**src/rtl/commit_arbiter.sv**
```systemverilog
// commit_arbiter: commit stage behind the execution units.
// Collects finished results over each unit's req/clear handshake, arbitrates
// round-robin, drives the single register-file write port, pulses a
// per-commit completion for the scoreboard, reports execution errors and
// halts commit until flushed.
//
// Ports:
//   clk, rst                  clock, synchronous active-high reset
//   u_res, u_rd               packed per-unit result data / destination reg
//   u_valid, u_error, u_req   per-unit result valid, error flag, commit request
//   u_clear                   one-cycle acknowledge to the granted unit
//   stall                     register-file port busy, no grant this cycle
//   flush                     leave HALT
//   rf_we, rf_waddr, rf_wdata register-file write port
//   cm_valid, cm_rd, cm_unit  retired commit (scoreboard release)
//   exc_valid, exc_unit       error commit pulse and its source unit
//   halted                    arbiter is in HALT
module commit_arbiter #(
  parameter int unsigned NUM_UNITS  = 4,
  parameter int unsigned XLEN       = 32,
  parameter int unsigned REG_ADDR_W = 5,
  parameter int unsigned UIDX_W     = $clog2(NUM_UNITS)
) (
  input  logic                           clk,
  input  logic                           rst,
  input  logic [NUM_UNITS*XLEN-1:0]      u_res,
  input  logic [NUM_UNITS*REG_ADDR_W-1:0] u_rd,
  input  logic [NUM_UNITS-1:0]           u_valid,
  input  logic [NUM_UNITS-1:0]           u_error,
  input  logic [NUM_UNITS-1:0]           u_req,
  output logic [NUM_UNITS-1:0]           u_clear,
  input  logic                           stall,
  input  logic                           flush,
  output logic                           rf_we,
  output logic [REG_ADDR_W-1:0]          rf_waddr,
  output logic [XLEN-1:0]                rf_wdata,
  output logic                           cm_valid,
  output logic [REG_ADDR_W-1:0]          cm_rd,
  output logic [UIDX_W-1:0]              cm_unit,
  output logic                           exc_valid,
  output logic [UIDX_W-1:0]              exc_unit,
  output logic                           halted
);

  localparam logic [0:0] ST_RUN  = 1'b0;
  localparam logic [0:0] ST_HALT = 1'b1;

  logic [0:0]            state, state_nxt;
  logic [UIDX_W-1:0]     ptr, ptr_nxt;
  logic [XLEN-1:0]       res_a [NUM_UNITS];
  logic [REG_ADDR_W-1:0] rd_a  [NUM_UNITS];
  logic [NUM_UNITS-1:0]  elig;
  logic                  found;
  logic [UIDX_W-1:0]     gnt;
  int unsigned           cand;
  logic                  do_grant;

  logic [NUM_UNITS-1:0]  clear_nxt;
  logic                  rf_we_nxt, cm_valid_nxt, exc_valid_nxt;
  logic [REG_ADDR_W-1:0] rf_waddr_nxt, cm_rd_nxt;
  logic [XLEN-1:0]       rf_wdata_nxt;
  logic [UIDX_W-1:0]     cm_unit_nxt, exc_unit_nxt;

  // Unpack per-unit payloads.
  always_comb begin
    for (int unsigned i = 0; i < NUM_UNITS; i++) begin
      res_a[i] = u_res[i*XLEN +: XLEN];
      rd_a[i]  = u_rd[i*REG_ADDR_W +: REG_ADDR_W];
    end
  end

  // A unit still holding req in its acknowledge cycle must not be granted again.
  assign elig = u_req & u_valid & ~u_clear;

  // Round-robin pick: first eligible unit at or after ptr, wrapping.
  always_comb begin
    found = 1'b0;
    gnt   = '0;
    cand  = 0;
    for (int unsigned k = 0; k < NUM_UNITS; k++) begin
      cand = (32'(ptr) + k) % NUM_UNITS;
      if (!found && elig[UIDX_W'(cand)]) begin
        found = 1'b1;
        gnt   = UIDX_W'(cand);
      end
    end
  end

  // Next state, pointer and registered-output values.
  always_comb begin
    state_nxt     = state;
    ptr_nxt       = ptr;
    clear_nxt     = '0;
    rf_we_nxt     = 1'b0;
    rf_waddr_nxt  = '0;
    rf_wdata_nxt  = '0;
    cm_valid_nxt  = 1'b0;
    cm_rd_nxt     = '0;
    cm_unit_nxt   = '0;
    exc_valid_nxt = 1'b0;
    exc_unit_nxt  = '0;
    do_grant      = (state == ST_RUN) && !stall && found;

    if (state == ST_HALT && flush) begin
      state_nxt = ST_RUN;
    end

    if (do_grant) begin
      ptr_nxt      = UIDX_W'((32'(gnt) + 32'd1) % NUM_UNITS);
      clear_nxt    = NUM_UNITS'(1'b1) << gnt;
      cm_valid_nxt = 1'b1;
      cm_rd_nxt    = rd_a[gnt];
      cm_unit_nxt  = gnt;
      if (u_error[gnt]) begin
        exc_valid_nxt = 1'b1;
        exc_unit_nxt  = gnt;
        state_nxt     = ST_HALT;
      end else if (rd_a[gnt] != '0) begin
        // rd=0 retires and clears but never writes.
        rf_we_nxt    = 1'b1;
        rf_waddr_nxt = rd_a[gnt];
        rf_wdata_nxt = res_a[gnt];
      end
    end
  end

  // State and output registers; reset overrides any pending grant.
  always_ff @(posedge clk) begin
    if (rst) begin
      state     <= ST_RUN;
      ptr       <= '0;
      u_clear   <= '0;
      rf_we     <= 1'b0;
      rf_waddr  <= '0;
      rf_wdata  <= '0;
      cm_valid  <= 1'b0;
      cm_rd     <= '0;
      cm_unit   <= '0;
      exc_valid <= 1'b0;
      exc_unit  <= '0;
    end else begin
      state     <= state_nxt;
      ptr       <= ptr_nxt;
      u_clear   <= clear_nxt;
      rf_we     <= rf_we_nxt;
      rf_waddr  <= rf_waddr_nxt;
      rf_wdata  <= rf_wdata_nxt;
      cm_valid  <= cm_valid_nxt;
      cm_rd     <= cm_rd_nxt;
      cm_unit   <= cm_unit_nxt;
      exc_valid <= exc_valid_nxt;
      exc_unit  <= exc_unit_nxt;
    end
  end

  assign halted = (state == ST_HALT);

endmodule
```
**config.mk**
```make
export PLATFORM = sky130hd
export DESIGN_NAME = commit_arbiter
export DESIGN_NICKNAME = d
export VERILOG_FILES = /design/src/rtl/commit_arbiter.sv
export SDC_FILE = /design/constraint.sdc
export NUM_CORES = 1
export LEC_CHECK = 0
export CORE_MARGIN = 1.5
export CORE_UTILIZATION = 30
export DETAILED_ROUTE_END_ITERATION = 10
export GPL_TIMING_DRIVEN = 1
export PLACE_DENSITY = 0.71
export SLEW_MARGIN = 30
export SYNTH_ARGS = -nofsm -noshare
export SYNTH_HDL_FRONTEND = slang
export SYNTH_SLANG_ARGS = --single-unit
```
**constraint.sdc**
```tcl
create_clock -name clk -period 8.55 [get_ports clk]
set_clock_uncertainty 0.2 [all_clocks]
set_input_delay 1.71 -clock clk [delete_from_list [all_inputs] [get_ports clk]]
set_output_delay 1.71 -clock clk [all_outputs]
set_load 0.01 [all_outputs]
```
# Word level (Yosys, flattened, before mapping)
# Cells that the tools add are included.
# W data, S select, Z words.
word_totals:
  register_bits: 56
  latch_bits: 0
  mem_bits_rw: 0
  mem_bits_ro: 0
  in_bits: 164
  out_inout_bits: 54
  word_cells: 75
  mem_count: 0
classes:
  add_sub_neg: 4
  mul: 0
  div_mod_pow: 0
  magnitude_cmp: 6
  eq_ne: 0
  shifts: 1
  n_mux: 30
  bitwise_logic: 8
  reduce_logical: 15
ops:
  columns: ["cell", "count"]
  rows:
  - ["$bmux W32 S2", 1]
  - ["$mux W32", 2]
  - ["$lt A2 B3 Y1 const B", 5]
  - ["$mux W1", 15]
  - ["$bmux W1 S2", 5]
  - ["$bmux W5 S2", 1]
  - ["$mux W5", 2]
  - ["$and A4 B4 Y4", 2]
  - ["$mux W2", 4]
  - ["$logic_and A1 B1 Y1", 6]
  - ["$reduce_or A3 Y1", 2]
  - ["$reduce_bool A5 Y1", 1]
  - ["$add A2 B1 Y2 const B", 2]
  - ["$add A2 B2 Y2 const B", 2]
  - ["$logic_not A1 Y1", 4]
  - ["$not A1 Y1", 4]
  - ["$not A4 Y4", 1]
  - ["$reduce_or A4 Y1", 1]
  - ["$shl A1 B2 Y4 const A", 1]
  - ["$ge A3 B3 Y1 const B", 1]
  - ["$not A2 Y3", 1]
  - ["$reduce_or A2 Y1", 1]

# Depth between registers and ports, before layout
# Gate-level depths: netlist (run 1).
logic_depth:
  ltp_word: 21
  depth_mapped: 9
  depth_no_buf: 7

# Worst setup path after synthesis (run 1)
# OpenSTA, ideal clock, no wires.
synth_path:
  path_kind: "input to register"
  start: "in u_valid[0]"
  end: "reg rf_wdata[0]"
  setup_time_ns: 0.103
  arrival_time_ns: 3.830
  required_ns: 8.247
  path_slack_ns: 4.417
  cell_stages: 9
  path_buffers: 3
  cell_sequence: "and4b_1 -> a211o_1 -> a21oi_2 -> buf_6 -> mux4_2 -> or2_1 -> buf_6 -> buf_6 -> a2111oi_2"
synth_via:
  elab_chain_len: 21
  elab_cells_between_ends: 38
  cone_classes: "mux: 24; bitwise: 5; reduce/logical: 9"
synth_rtl:
  columns: ["item", "line_no", "text"]
  rows:
  - ["start, declared", "28", "input logic [NUM_UNITS-1:0] u_valid,"]
  - ["$and A4 B4 Y4 * (2 in a row)", "73", "assign elig = u_req & u_valid & ~u_clear;"]
  - ["$bmux W1 S2", "82", "if (!found && elig[UIDX_W'(cand)]) begin"]
  - ["$mux W1 (implied by the code)", "82", null]
  - ["$mux W1", "82", null]
  - ["$logic_not A1 Y1", "82", null]
  - ["$logic_and A1 B1 Y1", "82", null]
  - ["$mux W1", "82", null]
  - ["$logic_not A1 Y1", "82", null]
  - ["(+3 left out)", null, null]
  - ["$logic_and A1 B1 Y1", "82", null]
  - ["$mux W2", "82", null]
  - ["$not A2 Y3 (implied by the code)", "118, 122", null]
  - ["$bmux W5 S2", "118", "end else if (rd_a[gnt] != '0) begin"]
  - ["$mux W5 (implied by the code) (2 in a row)", "118", null]
  - ["$reduce_bool A5 Y1", "118", null]
  - ["$not A1 Y1 (no line)", null, null]
  - ["$reduce_or A4 Y1 (no line)", null, null]
  - ["end signal, assigned", "147", "rf_wdata <= rf_wdata_nxt;"]
  - ["end, declared", "36", "output logic [XLEN-1:0] rf_wdata,"]
# Mark *: on every way between the ends. The rest lies on a longest branch, timed or not. The select of a mux whose other input is x is not followed.
# A chain may end at the register's enable or synchronous reset.

# Final worst setup path (run 1)
layout_path:
  start: "in u_valid[3]"
  end: "reg rf_wdata[11]"
# The elaborated chain is that of the path after synthesis.

==> results of run 1 <==
[layer usage]
layer  GRT usage, %  wire length, um  share of wire (%)  vias to the layer above
met3           3.62              617                6.5                        5
li1               -                -                  -                     1522
met1           18.2             3710                 39                     1409
met2           32.8             5030                 53                      112
met4           3.23               58               0.62                        0
met5              0                0                  0                        -
[worst max path at each step]
| stage | start | to | slack, ps | cells after the start |
|---|---|---|---|---|
| 2_1_floorplan | u_valid[0] | rf_wdata[0] | 4420 | 9 |
| 3_3_place_gp | u_valid[3] | rf_wdata[11] | 3230 | 9 |
| 3_5_place_dp | u_req[3] | rf_wdata[11] | 3150 | 9 |
| 4_1_cts | u_req[3] | rf_wdata[11] | 3480 | 9 |
| 5_1_grt | u_req[3] | rf_wdata[3] | 3330 | 9 |
| 6_report | u_valid[3] | rf_wdata[11] | 3490 | 9 |
[power by group]
part	leakage [nW]	switching (W)	internal [W]
sequential	0.455	0.00000521	0.000274
clock	0.0583	0.0000872	0.0000883
combinational	1.37	0.000115	0.000141
[layout make-up]
| class | instances | share of cell area (%) |
|---|---|---|
| Timing Repair Buffer | 221 | 40.5 |
| Multi-Input combinational cell | 209 | 33.6 |
| Sequential cell | 56 | 20.6 |
| Tap cell | 136 | 3.12 |
| Clock buffer | 5 | 1.26 |
| Clock inverter | 3 | 0.872 |
| Inverter | 2 | 0.138 |
[registers in the layout, indices dropped and copies added (netlist names)]
| register | cells |
|---|---|
| cm_rd | 5 |
| rf_waddr | 5 |
| ptr | 2 |
| rf_we | 1 |
| rf_wdata | 32 |
| u_clear | 4 |
| cm_valid | 1 |
| cm_unit | 2 |
| exc_valid | 1 |
| halted | 1 |
| exc_unit | 2 |
[cells in the mapped netlist, types with 2 or more instances]
library cell and instances:
a2111oi_4 2, buf_4 3, or3_1 3, and4b_1 2, inv_1 2, buf_6 4
a2111oi_2 30, and3_1 2, dfxtp_1 56, a21oi_1 4, mux2i_1 40, nor3_1 5
nand3b_1 4, nor2b_1 32, nand2_1 6, and3b_1 2, buf_2 8, a211oi_1 32
mux2_2 5, nor2_1 21, clkbuf_1 12, o21ai_0 2
[logic make-up after synthesis]
family	count (synthesis)	synth area share, %
DFF	56	36.0
muxes	46	15.4
and+or+nand+nor	85	16.2
xor gates and xnor gates	1	0.281
AOI/OAI and AO/OA	77	26.8
buffers and inverters	30	5.39
[stage by stage]
stage / std cells / power, W
final: 632 / 0.000710
after global routing: 632 / 0.000749
after floorplan: 295 / 0.000425
after CTS: 632 / 0.000720
after global placement: 624 / 0.000540
after detailed placement: 624 / 0.000544
==> impl_metrics.py, run 1 <==
metrics = {
    "critical_path": {
        "cpMaxStageDelayCell": "buf_4",
        "reg2reg_slack_ps": 4930,
        "crit_path_max_incr_delay_ps": 550,
        "r2r-end": "rf_wdata[11]",
        "cp-end-kind": "flop",
        "cp_num_buf_inv": 3,
        "worstPathArrival_ps": 5060,
        "required_ps": 8560,
        "crit_path_frequent_cell": "buf_4",
        "critPathMaxFanout": 51,
        "critPathLaunchType": "input port",
        "reg2reg_depth": 8,
        "worstReg2RegStart": "u_clear[0]",
        "path_class": "input port to flop",
        "cp_top_family": "buffers and inverters",
        "crit_path_cell_trace": "clkdlybuf4s50_1, nand3b_1, o2bb2ai_1, nor4_4, buf_4, mux4_2, or2_2, buf_4, a2111oi_2",
    },
    "detailed_routing": {
        "drc": 0,
        "antenna_left": 0,
        "wirelength_um": 9420,
        "first_iter_violations": 94,
        "vias_per_cell": 4.82,
        "wl_per_cell_um": 14.9,
        "drtPass1Iterations": 4,
        "vias": 3048,
    },
    "final_layout": {
        "area_delta_synth_final_pct": 75.2,
        "final_common_cell": "clkdlybuf4s50_1",
        "layout_common_cells": "217 x clkdlybuf4s50_1, 56 x dfxtp_1, 40 x mux2i_1, 32 x nor2b_1, 32 x a211oi_1",
        "final_cell_area_sq_mm": 0.00545,
        "final_core_util_pct": 53.5,
        "fin_nets": 659,
        "n_antenna_cell": 0,
        "n_fill_cell": 922,
        "multi_input_area_sq_mm": 0.00183,
        "seq_area_sq_mm": 0.00112,
        "layout-drive-gt1-share_pct": 11.1,
    },
    "sta": {
        "holdWs_ps": 365,
        "hold_viol_final": 0,
        "final_max_slew_viol_count": 0,
        "setup_tns_ps": 0,
        "worst_pin_slew_ps": 784,
        "finalCritPeriodShare_pct": 59.2,
        "period_needed_ps": 5060,
        "setup_slack_ps": 3490,
        "max_freq_mhz": 198,
        "relSlewSlack_pct": 47.7,
        "rsz0062_at_grt": "false",
        "setup_viol": 0,
    },
    "clocking": {
        "clk_pin_slew_ps": 100,
        "post_cts_buffers": 0,
        "cts.repair.resized": 0,
        "cts-root-buf": "clkbuf_8",
        "insertion_delay_ps": 300,
        "cts_buffer_depth": 2,
        "postCtsHoldBufs": 0,
        "cts.sinks": 56,
        "cts_tree": "built",
        "cts_buffers": 5,
        "h-tree-depth": 2,
    },
    "min_path": {
        "hold_start": "halted",
        "hp-class": "flop to flop",
        "hold_path_depth": 1,
        "hold_path_end": "halted",
    },
    "global_route": {
        "grt_use_total_pct": 16.7,
        "grt_first_pass_wirelength_um": 14800,
        "grt_pass1_vias": 3015,
        "overflow": 0,
        "antenna_found_initial": 0,
        "grt_max_degree": 84,
    },
    "status": {
        "outcome": "finished clean",
    },
    "power_and_ir_drop": {
        "vdd_drop_max_mv": 0.0804,
        "p_per_area_mw_per_mm2": 130,
        "leakagePower_nw": 1.88,
    },
    "logic_synthesis": {
        "yosysUniqueCellTypes": 40,
        "syn_inst": 295,
        "ys_ff_latch": 56,
        "synthFlopType": "dfxtp_1",
        "synth_area_per_cell_sq_um": 10.6,
        "async_reset_ff_share_pct": 0,
        "synth_top_area_cell": "dfxtp_1",
        "synth_area_leaders": "dfxtp_1 36%, a2111oi_2 14%, mux2i_1 13%, a211oi_1 7.7%, nor2b_1 6.4%",
        "netlist_area_sq_mm": 0.00311,
        "ys_warn_count": 0,
        "synth_edf_count": 0,
        "syn_nets": 459,
        "yosysTopAreaCellShare_pct": 36.0,
        "ys_seq_area_share_pct": 36.0,
    },
    "placement": {
        "dpl-instance-area_sq_mm": 0.00534,
        "dp_hpwl_um": 7410,
        "io_buffers": 217,
        "gp_congestion": 0.805,
        "place_ws_ps": 3150,
    },
    "die": {
        "die_h_um": 105,
        "core_region_area_sq_mm": 0.0102,
        "initial_core_util_pct": 30.6,
        "ios": 218,
        "die_x_um": 105,
        "placementRows": 37,
        "dieArea_sq_mm": 0.0110,
    },
    "job": {
        "drv_cap": 0,
    },
}
Note: power is estimated with default switching activity, not from simulation.
==> run 2, diff against run 1 <==
--- a/config.mk
+++ b/config.mk
@@ -9,7 +9,7 @@
 export CORE_UTILIZATION = 30
 export DETAILED_ROUTE_END_ITERATION = 10
 export GPL_TIMING_DRIVEN = 1
-export PLACE_DENSITY = 0.71
+export PLACE_DENSITY = 0.73
 export SLEW_MARGIN = 30
 export SYNTH_ARGS = -nofsm -noshare
 export SYNTH_HDL_FRONTEND = slang
==> constraint.sdc (replaced) <==
create_clock -name clk -period 4.2 [get_ports clk]
set_clock_uncertainty 0.2 [all_clocks]
set_input_delay 0.84 -clock clk [delete_from_list [all_inputs] [get_ports clk]]
set_output_delay 0.84 -clock clk [all_outputs]
set_load 0.01 [all_outputs]
==> impl_metrics.py, run 2 (synthesis results as in run 1) <==
metrics = {
    "critical_path": {
        "cpMaxStageDelayCell": "mux4_2",
        "crit_path_max_incr_delay_ps": 530,
        "critPathLaunchType": "input port",
        "critPathMaxFanout": 19,
        "required_ps": 4220,
        "cp-end-kind": "flop",
        "path_class": "input port to flop",
        "crit_path_cell_trace": "clkdlybuf4s50_1, and4b_1, a211o_1, a21oi_4, mux4_2, or2_2, buf_4, a2111oi_2",
        "worstPathArrival_ps": 3450,
    },
    "clocking": {
        "cts_buffer_depth": 2,
        "cts-root-buf": "clkbuf_8",
        "insertion_delay_ps": 310,
        "cts.sinks": 56,
        "h-tree-depth": 2,
        "postCtsHoldBufs": 0,
        "cts_tree": "built",
        "clk_pin_slew_ps": 110,
        "cts.repair.resized": 0,
        "cts_buffers": 5,
        "post_cts_buffers": 0,
    },
    "global_route": {
        "grt_use_total_pct": 16.3,
        "grt_max_degree": 60,
        "overflow": 0,
        "grt_pass1_vias": 3050,
        "antenna_found_initial": 0,
        "grt_first_pass_wirelength_um": 14600,
    },
    "final_layout": {
        "seq_area_sq_mm": 0.00112,
        "n_antenna_cell": 0,
        "top_regs": "rf_wdata: 32 flops, cm_rd: 5 flops, rf_waddr: 5 flops",
        "final_cells": 638,
        "largest_reg_flops": 32,
        "layout_common_cells": "217 x clkdlybuf4s50_1, 56 x dfxtp_1, 40 x mux2i_1, 32 x nor2b_1, 32 x a211oi_1",
        "final_cell_area_sq_mm": 0.00550,
        "largest_register": "rf_wdata",
        "fin_nets": 665,
        "n_fill_cell": 927,
        "final_common_cell": "clkdlybuf4s50_1",
        "multi_input_area_sq_mm": 0.00183,
        "layout-drive-gt1-share_pct": 12.2,
        "area_delta_synth_final_pct": 76.6,
    },
    "sta": {
        "max_freq_mhz": 291,
        "setup_tns_ps": 0,
        "final_max_slew_viol_count": 0,
        "worst_pin_slew_ps": 541,
        "relSlewSlack_pct": 63.7,
        "finalCritPeriodShare_pct": 81.8,
        "hold_viol_final": 0,
        "rsz0062_at_grt": "false",
        "setup_viol": 0,
        "period_needed_ps": 3440,
        "setup_slack_ps": 765,
    },
    "die": {
        "ios": 218,
        "placementRows": 37,
        "die_h_um": 105,
        "core_region_area_sq_mm": 0.0102,
        "initial_core_util_pct": 30.6,
        "dieArea_sq_mm": 0.0110,
        "die_x_um": 105,
    },
    "job": {
        "drv_cap": 0,
    },
    "placement": {
        "dp_hpwl_um": 7440,
        "gp_congestion": 0.756,
        "dpl-instance-area_sq_mm": 0.00540,
        "dp.cells": 630,
        "place_ws_ps": 438,
        "io_buffers": 217,
    },
    "min_path": {
        "hp-class": "flop to flop",
    },
    "power_and_ir_drop": {
        "vdd_drop_max_mv": 0.160,
        "p_per_area_mw_per_mm2": 257,
        "leakagePower_nw": 1.90,
        "power_w": 0.00141,
    },
    "detailed_routing": {
        "wirelength_um": 9380,
        "antenna_left": 0,
        "wl_per_cell_um": 14.7,
        "drtPass1Iterations": 4,
        "vias_per_cell": 4.86,
        "first_iter_violations": 99,
        "vias": 3100,
        "drc": 0,
    },
    "status": {
        "outcome": "finished clean",
    },
}
==> run 2: cell types whose count changed in the layout (fill, tap and decap cells not counted), sizes merged <==
cell	change
buf	+6
bufinv	-1
clkinv	-1
clkinvlp	+1
inv	+1
==> run 2: final cells by class <==
type / instances / share of cell area [%]
repair buffers: 227 / 41.3
well taps: 136 / 3.09
inverters: 2 / 0.137
multi-input cells: 209 / 33.3
clock buffers: 5 / 1.25
clock inverters: 3 / 0.501
flip-flops and latches: 56 / 20.4
==> run 2: final timing paths <==
path         startpoint      endpoint  slack, ps  depth (start not counted)
max          u_valid[0]  rf_wdata[11]        760                          8
min              halted        halted        350                          1
max reg2reg      ptr[1]  rf_wdata[11]       1340                          7
min reg2reg      halted        halted        350                          1
==> run 2: power breakdown <==
part / switching (W) / internal [W]
registers: 0.0000101 / 0.000557
logic: 0.000237 / 0.000296
clock network: 0.000187 / 0.000123
==> run 2: per-stage QoR <==
step                      hold WS, ps  utilization [%]
after global routing              367             54.0
after CTS                         356             54.0
after floorplan                   302                -
final                             349             54.0
after global placement            299             53.0
after detailed placement          330             53.0
==> run 2: worst max-delay path, delay by kind of cell <==
family / cells / cell delay (ps)
buffers and inverters: 2 / 680
muxes: 1 / 530
AOI/OAI and AO/OA: 3 / 870
and+or+nand+nor: 2 / 520
==> run 2: per-layer routing <==
| metal | track usage [%] | vias up | routed length (um) |
|---|---|---|---|
| met5 | 0 | - | 0 |
| met4 | 4.89 | 0 | 148 |
| met3 | 3.81 | 10 | 613 |
| met2 | 30.8 | 119 | 4890 |
| met1 | 17.9 | 1437 | 3730 |
| li1 | - | 1534 | - |
